==> src/rtl/data_sched_pkg.sv <==
// Shared types for the data-side memory scheduler.
// Holds the FSM encoding, Blowfish modes and request tags.
package data_sched_pkg;

    typedef enum logic [3:0] {
        S_IDLE   = 4'd0,
        S_W_POP  = 4'd1,
        S_W_ENC  = 4'd2,
        S_W_WAIT = 4'd3,
        S_W_MEM  = 4'd4,
        S_R_POP  = 4'd5,
        S_R_MEM  = 4'd6,
        S_R_DATA = 4'd7,
        S_R_DEC  = 4'd8,
        S_R_WAIT = 4'd9,
        S_R_HOLD = 4'd10
    } sched_state_t;

    localparam logic BF_ENCRYPT = 1'b0;
    localparam logic BF_DECRYPT = 1'b1;

    localparam logic REQ_STORE = 1'b0;
    localparam logic REQ_LOAD  = 1'b1;

endpackage

==> src/rtl/req_order_queue.sv <==
// One-bit circular FIFO recording store/load program order.
// Extra pointer MSB distinguishes full from empty.
module req_order_queue #(
    parameter int DEPTH = 16
) (
    input  logic clk,
    input  logic reset,
    input  logic push,
    input  logic push_data,
    input  logic pop,
    output logic head,
    output logic empty,
    output logic full,
    output logic overflow
);

    localparam int AW = $clog2(DEPTH);
    localparam int PW = AW + 1;

    logic [PW-1:0]    wr_ptr;
    logic [PW-1:0]    rd_ptr;
    logic [DEPTH-1:0] slots;
    logic             do_pop;
    logic             accept;

    assign empty = (wr_ptr == rd_ptr);
    assign full  = (wr_ptr[AW] != rd_ptr[AW]) &&
                   (wr_ptr[AW-1:0] == rd_ptr[AW-1:0]);
    assign head  = slots[rd_ptr[AW-1:0]];

    assign do_pop   = pop && !empty;
    // A pop in the same cycle frees the slot a full-queue push needs.
    assign accept   = push && (!full || do_pop);
    assign overflow = push && full && !do_pop;

    // Pointer and slot storage update.
    always_ff @(posedge clk or negedge reset) begin
        if (!reset) begin
            wr_ptr <= '0;
            rd_ptr <= '0;
            slots  <= '0;
        end else begin
            if (accept) begin
                slots[wr_ptr[AW-1:0]] <= push_data;
                wr_ptr <= wr_ptr + PW'(1);
            end
            if (do_pop) begin
                rd_ptr <= rd_ptr + PW'(1);
            end
        end
    end

endmodule

==> src/rtl/data_mem_scheduler.sv <==
// Serialises queued stores/loads through one Blowfish engine
// and the data memory, strictly in program order.
module data_mem_scheduler
    import data_sched_pkg::*;
#(
    parameter int ADDR_W      = 10,
    parameter int DATA_W      = 64,
    parameter int ORDER_DEPTH = 16
) (
    input  logic              clk,
    input  logic              reset,
    input  logic              MWR_fifo_wr_en,
    input  logic              MRR_fifo_wr_en,
    input  logic              mwr_fifo_empty,
    input  logic [DATA_W-1:0] mwr_fifo_dout,
    input  logic [ADDR_W-1:0] mwr_addr_fifo_dout,
    output logic              mwr_fifo_rd_en,
    input  logic              mrr_fifo_empty,
    input  logic [ADDR_W-1:0] mrr_fifo_dout,
    output logic              mrr_fifo_rd_en,
    output logic              bf_start,
    output logic              bf_mode,
    output logic [DATA_W-1:0] bf_din,
    input  logic              bf_busy,
    input  logic              bf_done,
    input  logic [DATA_W-1:0] bf_dout,
    output logic              dmem_en,
    output logic              dmem_we,
    output logic [ADDR_W-1:0] dmem_addr,
    output logic [DATA_W-1:0] dmem_wdata,
    input  logic [DATA_W-1:0] dmem_rdata,
    output logic              data_mem_decrypt_done,
    output logic [DATA_W-1:0] rd_data,
    input  logic              decrypt_ack,
    output logic              sched_busy,
    output logic              order_err
);

    sched_state_t state_q;
    sched_state_t state_d;

    logic [DATA_W-1:0] data_q;
    logic [ADDR_W-1:0] addr_q;

    logic q_push;
    logic q_push_data;
    logic q_pop;
    logic q_head;
    logic q_empty;
    logic q_full;
    logic q_overflow;
    logic both_wr;

    assign both_wr     = MWR_fifo_wr_en && MRR_fifo_wr_en;
    assign q_push      = MWR_fifo_wr_en || MRR_fifo_wr_en;
    // A simultaneous store+load snoop is recorded as the store only.
    assign q_push_data = MWR_fifo_wr_en ? REQ_STORE : REQ_LOAD;

    req_order_queue #(
        .DEPTH (ORDER_DEPTH)
    ) u_order_q (
        .clk       (clk),
        .reset     (reset),
        .push      (q_push),
        .push_data (q_push_data),
        .pop       (q_pop),
        .head      (q_head),
        .empty     (q_empty),
        .full      (q_full),
        .overflow  (q_overflow)
    );

    // State register.
    always_ff @(posedge clk or negedge reset) begin
        if (!reset) begin
            state_q <= S_IDLE;
        end else begin
            state_q <= state_d;
        end
    end

    // Next state, grant and handshake pulses.
    always_comb begin
        state_d        = state_q;
        mwr_fifo_rd_en = 1'b0;
        mrr_fifo_rd_en = 1'b0;
        bf_start       = 1'b0;
        q_pop          = 1'b0;
        unique case (state_q)
            S_IDLE: begin
                if (!q_empty) begin
                    if (q_head == REQ_STORE) begin
                        if (!mwr_fifo_empty) begin
                            mwr_fifo_rd_en = 1'b1;
                            q_pop          = 1'b1;
                            state_d        = S_W_POP;
                        end
                    end else if (!mrr_fifo_empty) begin
                        mrr_fifo_rd_en = 1'b1;
                        q_pop          = 1'b1;
                        state_d        = S_R_POP;
                    end
                end
            end
            S_W_POP:  state_d = S_W_ENC;
            S_W_ENC: begin
                if (!bf_busy) begin
                    bf_start = 1'b1;
                    state_d  = S_W_WAIT;
                end
            end
            S_W_WAIT: if (bf_done) state_d = S_W_MEM;
            S_W_MEM:  state_d = S_IDLE;
            S_R_POP:  state_d = S_R_MEM;
            S_R_MEM:  state_d = S_R_DATA;
            S_R_DATA: state_d = S_R_DEC;
            S_R_DEC: begin
                if (!bf_busy) begin
                    bf_start = 1'b1;
                    state_d  = S_R_WAIT;
                end
            end
            S_R_WAIT: if (bf_done) state_d = S_R_HOLD;
            S_R_HOLD: if (decrypt_ack) state_d = S_IDLE;
            default:  state_d = S_IDLE;
        endcase
    end

    // Datapath captures for address, block and load result.
    always_ff @(posedge clk or negedge reset) begin
        if (!reset) begin
            data_q  <= '0;
            addr_q  <= '0;
            rd_data <= '0;
        end else begin
            unique case (state_q)
                S_W_POP: begin
                    data_q <= mwr_fifo_dout;
                    addr_q <= mwr_addr_fifo_dout;
                end
                S_W_WAIT: if (bf_done) data_q <= bf_dout;
                S_R_POP:  addr_q <= mrr_fifo_dout;
                S_R_DATA: data_q <= dmem_rdata;
                S_R_WAIT: if (bf_done) rd_data <= bf_dout;
                default: ;
            endcase
        end
    end

    // Sticky protocol error: dual snoop or push into a full queue.
    always_ff @(posedge clk or negedge reset) begin
        if (!reset) begin
            order_err <= 1'b0;
        end else if (both_wr || q_overflow) begin
            order_err <= 1'b1;
        end
    end

    assign bf_mode = (state_q == S_R_DEC || state_q == S_R_WAIT)
                   ? BF_DECRYPT : BF_ENCRYPT;
    assign bf_din  = data_q;

    assign dmem_en    = (state_q == S_W_MEM) || (state_q == S_R_MEM);
    assign dmem_we    = (state_q == S_W_MEM);
    assign dmem_addr  = addr_q;
    assign dmem_wdata = data_q;

    assign data_mem_decrypt_done = (state_q == S_R_HOLD);
    assign sched_busy            = (state_q != S_IDLE);

endmodule

==> config.mk <==
export PLATFORM = sky130hd
export DESIGN_NAME = data_mem_scheduler
export DESIGN_NICKNAME = d
export VERILOG_FILES = /design/src/rtl/data_sched_pkg.sv /design/src/rtl/req_order_queue.sv /design/src/rtl/data_mem_scheduler.sv
export SDC_FILE = /design/constraint.sdc
export NUM_CORES = 1
export LEC_CHECK = 0
export CAP_MARGIN = 5
export CORE_AREA = 3 3 168 170
export CTS_BUF_LIST = sky130_fd_sc_hd__clkbuf_4 sky130_fd_sc_hd__clkbuf_8 sky130_fd_sc_hd__clkbuf_16
export DETAILED_ROUTE_END_ITERATION = 8
export DIE_AREA = 0 0 171 173
export MAX_ROUTING_LAYER = met4
export PLACE_DENSITY = 0.62
export SYNTH_ARGS = -nofsm -noshare
export SYNTH_HDL_FRONTEND = slang
export SYNTH_SLANG_ARGS = --single-unit
==> constraint.sdc <==
create_clock -name clk -period 2.8 [get_ports clk]
set_clock_uncertainty 0.2 [all_clocks]
set_input_delay 0.56 -clock clk [delete_from_list [all_inputs] [get_ports clk]]
set_output_delay 0.56 -clock clk [all_outputs]
set_load 0.01 [all_outputs]
==> out/summary.md, run 1 <==
The flow ran to the end, but the final reports show violations. The final reports fail on setup timing. The wire-length estimate of the detail-placed layout is 23280 um. The final critical delay including setup and external delays was 2.872 ns; the count of endpoints failing setup in the final report was 2.

The maximum number of pins on one net before global-route repair came out at 97. Adding up every negative setup slack in the final design gives -0.1358 ns. In this run the critical register-to-register path is launched from u_order_q.rd_ptr[0]. The placeable core area is 26880 um2, and the depth of the CTS H-tree is 4. The family of cells with the greatest summed delay on the critical path is multiplexers. The utilization of the core after routing is 0.5118, and the mean routed wirelength per cell is 19.55 um.

The critical path crosses 5 cells after its start point. The terminus of the critical flop-to-flop path was u_order_q.wr_ptr[2]. For this design, the slowest cell found on the critical path is sky130_fd_sc_hd__mux4_2. Cell depth of the worst hold path: 2. At the end of the flow, the number of nets in the layout was 1446. The worst setup path is of the flip-flop to output pin kind.

The filler cell count was 2488. The congestion estimate from routability-driven global placement came to 0.8494. When the netlist entered floorplanning its net count stood at 1086. Depth of the most critical reg-to-reg path: 11. The first routing iteration left 268 violations. The final worst-path cycle share is 1.026, and the clock transition at the registers of the reported paths is 0.07 ns.

The run gives 4 as the number of optimization iterations in the first detailed-route pass. STA puts the critical path data arrival time at 2.11 ns. Slew at the pin closest to its max-slew limit: 0.8047 ns. Dividing the detail-routed via count by the number of cells gives 4.807.

The number of hold violations in the final report was 0. The count of cells in the finished layout, fillers not included, comes to 1574. The portion of synthesized cell area occupied by the leading cell type was 0.4870. The fraction of layout cells with a size suffix above 1 was 0.1322; the critical path's largest stage delay was 0.53 ns.

The quantity of I/O buffers inserted on ports is 431, and the static leakage power is 5.732 nW. At the later pin of the worst-skew pair, clock insertion delay measures 0.43 ns. All-layer global routing usage: 0.2096. The total congestion overflow after global routing was 0; the post-synthesis instance total was 860.

The tools report the worst path setup slack after routing as -0.07196 ns. Dividing the synthesized area by the synthesized cell count gives 10.10 um2. Max-cap violations in this run came to 0. The worst hold path begins at order_err. The routed design has 30770 um of wire. Traced cell by cell, the critical path runs through mux4_2 > a22oi_2 > and2_4 > nor3b_2 > buf_2.

In this run the cell area of the synthesized design comes to 8685 um2. In this run the clock root is driven by a sky130_fd_sc_hd__clkbuf_16. The clock passes through at most 2 buffers.

For this run, design rule violations remaining after detail routing come to 0. TritonCTS built the clock tree. Number of slew-limit violations in the final report: 0. The tools report the total die area as 29580 um2. Counting flops and latches in the post-synthesis netlist gives 169. The tools report the count of cell types in the netlist as 44.

The highest fanout seen on the critical path came out at 5. For the count of antenna-violating nets left after detailed routing, the log shows 0. The tightest slew margin relative to the limit is 0.4635.

The instance count after placement with tap cells included was 1534. The worst setup path is captured at an output pin. The tools report the register area share after synthesis as 0.4870. The tools report the initial antenna violation count as 0. The horizontal extent of the die works out to 171 um. The logs give 0 for the count of yosys warnings during synthesis and 0 for the number of diodes added for antenna fixing. The tools report the global-route wire length before repair as 46020 um.

The worst-case IR drop observed on VDD is 0.0004990 V. The relative area change from synthesis to final layout is 58.38%. For the number of buffers created by CTS, the log shows 17. The placed instances occupy a cell area of 13020 um2.

The logs give 348.2 MHz for the highest attainable clock frequency and 2.04 ns for the endpoint required time on the critical path. For this design, the sink count on the clock tree is 169. The worst register-to-register path has a setup slack of 0.07 ns. Vertical die dimension: 173 um. The initialized floorplan defines 60 standard-cell rows.

Via count of the first global-routing pass: 7654. Of all cell types, the one taking the most synthesized area is sky130_fd_sc_hd__dfrtp_1. The design draws 15.40 mW. The run gives 0.3231 as the starting density of the core.

By area the synthesized netlist is led by sky130_fd_sc_hd__dfrtp_1, sky130_fd_sc_hd__mux2i_1, sky130_fd_sc_hd__mux2_2. For this design the top-level I/O count stands at 432. Setup repair after global routing could not meet its margin everywhere. Worst hold endpoint: order_err. The finished cells cover 13750 um2. The worst path buffer plus inverter count came out at 1. The number of vias in the routed layout came out at 7566.

The worst setup path is launched from a flip-flop. For this design the ratio of total power to cell area is 1120 nW/um2. The path class of the tightest hold or removal check is flip-flop to flip-flop.
report_power, final:
| group | internal, mW | switching, mW | leakage [nW] |
|---|---|---|---|
| logic | 4.56 | 3.88 | 3.33 |
| clock network | 1.27 | 1.09 | 0.278 |
| registers | 3.64 | 0.955 | 2.13 |
| total | 9.48 | 5.93 | 5.73 |
worst max-delay path by stage:
stage,start,slack (ns),endpoint
4_1_cts,u_order_q.rd_ptr[0],-0.13,mwr_fifo_rd_en
3_3_place_gp,u_order_q.rd_ptr[0],-0.25,mwr_fifo_rd_en
2_1_floorplan,state_q[2],0.20,dmem_we
3_5_place_dp,u_order_q.rd_ptr[0],-0.29,mwr_fifo_rd_en
5_1_grt,u_order_q.rd_ptr[0],-0.20,mwr_fifo_rd_en
6_report,u_order_q.rd_ptr[0],-0.07,mwr_fifo_rd_en
state kept, by name, indices dropped and copies added (netlist names):
| name | cells |
|---|---|
| bf_din | 64 |
| rd_data | 64 |
| u_order_q.slots | 16 |
| dmem_addr | 10 |
| u_order_q.rd_ptr | 5 |
| u_order_q.wr_ptr | 5 |
| state_q | 4 |
| order_err | 1 |
per-stage QoR:
| stage | hold slack (ns) | worst slack (ns) |
|---|---|---|
| floorplan | 0.06441 | 0.2027 |
| global placement | 0.2736 | -0.2524 |
| detailed placement | 0.2776 | -0.2861 |
| CTS | 0.2948 | -0.1325 |
| global route | 0.3168 | -0.2028 |
| finish | 0.2868 | -0.07196 |
what timing repair did:
item	CTS	global route
endpoints found under the setup margin	14	14
hold buffers	1	0
pin swaps	2	3
cloned	0	1
resized for setup	20	23
setup buffers	1	6
endpoints found under the hold margin	42	0
layout make-up:
type / count / area [um2] / area share
Clock buffer: 19 / 440.4 / 0.03202
Tap cell: 341 / 426.7 / 0.03102
Clock inverter: 13 / 140.1 / 0.01019
Sequential cell: 169 / 4234 / 0.3078
Inverter: 6 / 22.52 / 0.001637
Multi-Input combinational cell: 560 / 3787 / 0.2754
Timing Repair Buffer: 466 / 4703 / 0.3419
Yosys cell counts (all sizes together):
master / instances
a2111oi: 1
a211oi: 1
a21boi: 1
a21oi: 23
a22o: 1
a22oi: 2
a31oi: 16
a41oi: 4
and2: 8
and3: 3
buf: 87
clkbuf: 38
dfrtp: 169
ha: 5
inv: 6
mux2: 65
mux2i: 75
mux4: 4
nand2: 139
nand2b: 2
nand3: 3
nand4: 4
nor2: 28
nor2b: 8
nor3: 4
nor3b: 3
nor4: 1
o21a: 1
o21ai: 131
o21bai: 2
o221ai: 1
o31ai: 3
o32a: 1
o32ai: 1
or2: 2
or3b: 1
or4: 1
xnor2: 12
xor2: 3
cell usage in the layout, fill, tap and decap left out, types with 5 or more instances in the layout:
master,n
sky130_fd_sc_hd__o21ai_0,131
sky130_fd_sc_hd__buf_12,9
sky130_fd_sc_hd__buf_4,19
sky130_fd_sc_hd__ha_1,5
sky130_fd_sc_hd__nor2_1,27
sky130_fd_sc_hd__mux2_2,65
sky130_fd_sc_hd__clkdlybuf4s50_1,425
sky130_fd_sc_hd__inv_1,6
sky130_fd_sc_hd__clkbuf_16,17
sky130_fd_sc_hd__xnor2_1,12
sky130_fd_sc_hd__a21oi_1,23
sky130_fd_sc_hd__dfrtp_1,167
sky130_fd_sc_hd__nand2_1,139
sky130_fd_sc_hd__a31oi_1,16
sky130_fd_sc_hd__buf_6,5
sky130_fd_sc_hd__nor2b_1,5
sky130_fd_sc_hd__mux2i_1,75
per-layer routing:
metal | wire [um] | GRT usage
met1 | 12530 | 0.2532
met2 | 15630 | 0.3490
met3 | 1898 | 0.04458
met4 | 711 | 0.06808
met5 | 0 | -
kinds of logic after synthesis:
| kind of cell | count (synthesis) | synth area share |
|---|---|---|
| AOI/OAI and AO/OA | 189 | 0.1202 |
| xor gates and xnor gates | 15 | 0.01513 |
| adders and majority gates | 5 | 0.007204 |
| buffers and inverters | 131 | 0.08803 |
| DFF | 169 | 0.4870 |
| muxes | 144 | 0.1811 |
| and+or+nand+nor | 207 | 0.1014 |
worst reg2reg max path: stages (launching register included):
cell and delay (ns):
sky130_fd_sc_hd__dfrtp_2 0.45, sky130_fd_sc_hd__mux4_2 0.53, sky130_fd_sc_hd__a22oi_2 0.23, sky130_fd_sc_hd__buf_4 0.15
sky130_fd_sc_hd__buf_6 0.09, sky130_fd_sc_hd__a21boi_4 0.06, sky130_fd_sc_hd__o31ai_4 0.32, sky130_fd_sc_hd__buf_12 0.15
sky130_fd_sc_hd__buf_4 0.11, sky130_fd_sc_hd__buf_4 0.11, sky130_fd_sc_hd__nand3_2 0.07, sky130_fd_sc_hd__xnor2_1 0.15
(Power assumes the default switching activity.)
==> inputs of run 2 (changes only) <==
--- a/config.mk
+++ b/config.mk
@@ -10,7 +10,6 @@
 export CTS_BUF_LIST = sky130_fd_sc_hd__clkbuf_4 sky130_fd_sc_hd__clkbuf_8 sky130_fd_sc_hd__clkbuf_16
 export DETAILED_ROUTE_END_ITERATION = 8
 export DIE_AREA = 0 0 171 173
-export MAX_ROUTING_LAYER = met4
 export PLACE_DENSITY = 0.62
 export SYNTH_ARGS = -nofsm -noshare
 export SYNTH_HDL_FRONTEND = slang
==> run 2 against run 1 <==
Effect of this change: the run still ends with setup timing left; highest routed layer unchanged; critical path type unchanged; utilization down 0.26 points; first-iteration DRC count up 54%; clock-buffer cell count up 1; sequential share of layout area up 0.15 points; clock power down 5%; sequential cell count unchanged.
==> out/summary.md, run 2 (synthesized netlist as in run 1, its figures left out) <==
The run gives 4 (unchanged) as the depth of the CTS H-tree. The run gives 0 (unchanged) as the number of diodes added for antenna fixing. For the all-layer global routing usage, the log shows 0.2116 (+0.001974). The classification of the worst setup path is flip-flop to output pin. The power density normalized to cell area works out to 1122 nW/um2 (+0.23%). The maximum number of pins on one net before global-route repair was 95 (-2.1%); the endpoint arrival time on the critical path was 2.09 ns (-0.02 ns). The mean routed wirelength per cell works out to 20.17 um (+3.2%).

The logs give 1443 (-0.21%) for the number of nets at the end of the flow and 413 (+54%) for the initial DRC count. The placeable core area was 26880 um2 (unchanged); the worst slack at placement was -0.2588 ns (+0.02737 ns). The checks that failed: setup timing.

The critical path's largest stage delay came out at 0.52 ns (about the same). Clock tree buffer depth: 2 (unchanged). The total congestion overflow after global routing was 0 (unchanged).

The signal on the critical path passes through mux4_2 > a22oi_2 > and2_4 > nor3b_2 > buf_2. The total die area came out at 29580 um2 (unchanged). The flow ran to the end, but the final reports show violations.

The horizontal extent of the die was 171 um (unchanged); the number of rows in the core area was 60 (unchanged). The final worst-path cycle share came out at 1.018 (-0.007259). The tools report the detailed-placement wirelength estimate as 23350 um (+0.30%).

Count of endpoints failing setup in the final report: 2 (unchanged). The quantity of I/O buffers inserted on ports was 431 (unchanged). The endpoint required time on the critical path was 2.04 ns (about the same); the number of hold violations in the final report was 0 (unchanged). The number of vias in the routed layout is 7547 (-0.25%).

The number of buffers created by CTS was 17 (unchanged); the highest fanout seen on the critical path was 5 (unchanged). The tightest min-delay check is of the flip-flop to flip-flop type. The wire length after detailed routing came out at 31660 um (+2.9%).

The maximum vdd ir drop was 0.0004792 V (-4.0%). The logs give 432 (unchanged) for the number of primary I/O pins and 350.7 MHz (+0.71%) for the highest attainable clock frequency. Number of remaining DRC errors: 0 (unchanged). In the layout the commonest cells are sky130_fd_sc_hd__clkdlybuf4s50_1, sky130_fd_sc_hd__dfrtp_1, sky130_fd_sc_hd__nand2_1. For the hold slack, the log shows 0.2911 ns (+0.004359 ns). The clock transition at the registers of the reported paths came out at 0.07 ns (about the same). The relative area change from synthesis to final layout was 57.59%; the number of slew-limit violations in the final report was 0 (unchanged).

The clock sink count was 169 (unchanged). For this design, the slowest cell found on the critical path is sky130_fd_sc_hd__mux4_2. For the initial antenna violation count, the log shows 0 (unchanged). Endpoint kind of the worst setup timing path: an output pin.

The average vias per placed instance works out to 4.807 (about the same). The global-route wire length before repair is 47800 um (+3.9%). The fraction of layout cells with a size suffix above 1 works out to 0.1245 (-0.007706). Clock tree synthesis selected as its root buffer the cell sky130_fd_sc_hd__clkbuf_16. The final critical delay including setup and external delays is 2.852 ns (-0.02032 ns), and the final total power is 15.36 mW (-0.27%). The starting density of the core is 0.3231 (unchanged). Most common library cell in the layout ignoring fill and taps: sky130_fd_sc_hd__clkdlybuf4s50_1. TritonCTS built the clock tree. The number of optimization iterations in the first detailed-route pass is 6 (+2), and the worst path setup slack after routing is -0.05164 ns (+0.02032 ns). The count of antenna-violating nets left after detailed routing is 0 (unchanged), and the vertical die dimension is 173 um (unchanged).

The run gives 0.8512 (+0.21%) as the routability-driven placement congestion ratio. The clock network latency to the later pin of the worst-skew pair came out at 0.43 ns (about the same). The slew at the pin closest to its max-slew limit is 0.5525 ns (-0.2522 ns), and the static leakage power is 5.694 nW (-0.65%).

The worst setup path is launched from a flip-flop. The via count of the first global-routing pass was 7803 (+1.9%); the filler cell count was 2474 (-0.56%). The tightest slew margin relative to the limit is 0.6316 (+0.1681), and the reported max-cap violation count is 0 (unchanged).

Setup repair after global routing could not meet its margin everywhere.
==> run 2: cell types whose count changed in the layout (fill, tap and decap cells not counted), sizes merged <==
cell,before,now
buf,37,32
clkinv,5,4
bufinv,1,0
bufbuf,0,2
clkbuf,19,20
==> run 2: layer usage <==
layer | part of all wire | vias to the layer above | GRT usage | wire length [um]
met5 | 0 | - | 0 | 0
met4 | 0.011 | 0 | 0.04695 | 333
met3 | 0.064 | 22 | 0.05716 | 2011
met2 | 0.51 | 276 | 0.3649 | 16100
met1 | 0.42 | 3626 | 0.2647 | 13220
li1 | - | 3623 | - | -
==> run 2: layout make-up <==
type / instances / area (um2) / area share
Tap cell: 341 / 426.7 / 0.03118
Timing Repair Buffer: 463 / 4706 / 0.3438
Clock buffer: 20 / 460.4 / 0.03364
Multi-Input combinational cell: 560 / 3747 / 0.2738
Inverter: 6 / 22.52 / 0.001646
Clock inverter: 11 / 88.84 / 0.006491
Sequential cell: 169 / 4234 / 0.3094
==> run 2: worst max-delay path: cells and delay by family (launching register included) <==
kind            cells  cell delay [ns]
mux                 1             0.52
compound gates      1             0.21
simple gates        2             0.33
buf+inv             1             0.15
flops               1             0.45
==> run 2: metrics by stage <==
step / utilization / setup TNS [ns] / area (um2) / std cells
after floorplan: - / 0 / 8685 / 860
after global placement: 0.4841 / -0.3033 / 13010 / 1533
after detailed placement: 0.4841 / -0.4099 / 13010 / 1533
after CTS: 0.5089 / -0.2352 / 13680 / 1570
after global routing: 0.5092 / -0.3011 / 13690 / 1570
final: 0.5092 / -0.1032 / 13690 / 1570
==> run 2: repair_timing <==
action | in CTS | in global routing
hold buffers | 1 | 0
endpoints found under the hold margin | 40 | 0
pin swaps | 1 | 1
setup endpoints to repair | 10 | 11
resized for setup | 20 | 3
setup buffers | 3 | 0
cloned | 2 | 0
==> run 2: final timing paths <==
kind                                      from             endpoint  slack (ns)  cells after the start
min in group asynchronous                reset           bf_din[63]        0.43                      2
max reg2reg                u_order_q.rd_ptr[0]   u_order_q.slots[2]        0.13                      9
max in group asynchronous                reset           state_q[2]        1.19                      3
min                        u_order_q.rd_ptr[4]  u_order_q.rd_ptr[4]        0.29                      1
min reg2reg                u_order_q.rd_ptr[4]  u_order_q.rd_ptr[4]        0.29                      1
max                        u_order_q.rd_ptr[0]       mwr_fifo_rd_en       -0.05                      5
==> run 2: power by group <==
part / switching [mW] / internal [mW]
logic: 3.93 / 4.56
clock network: 1.04 / 1.20
registers: 0.983 / 3.65
total: 5.95 / 9.41
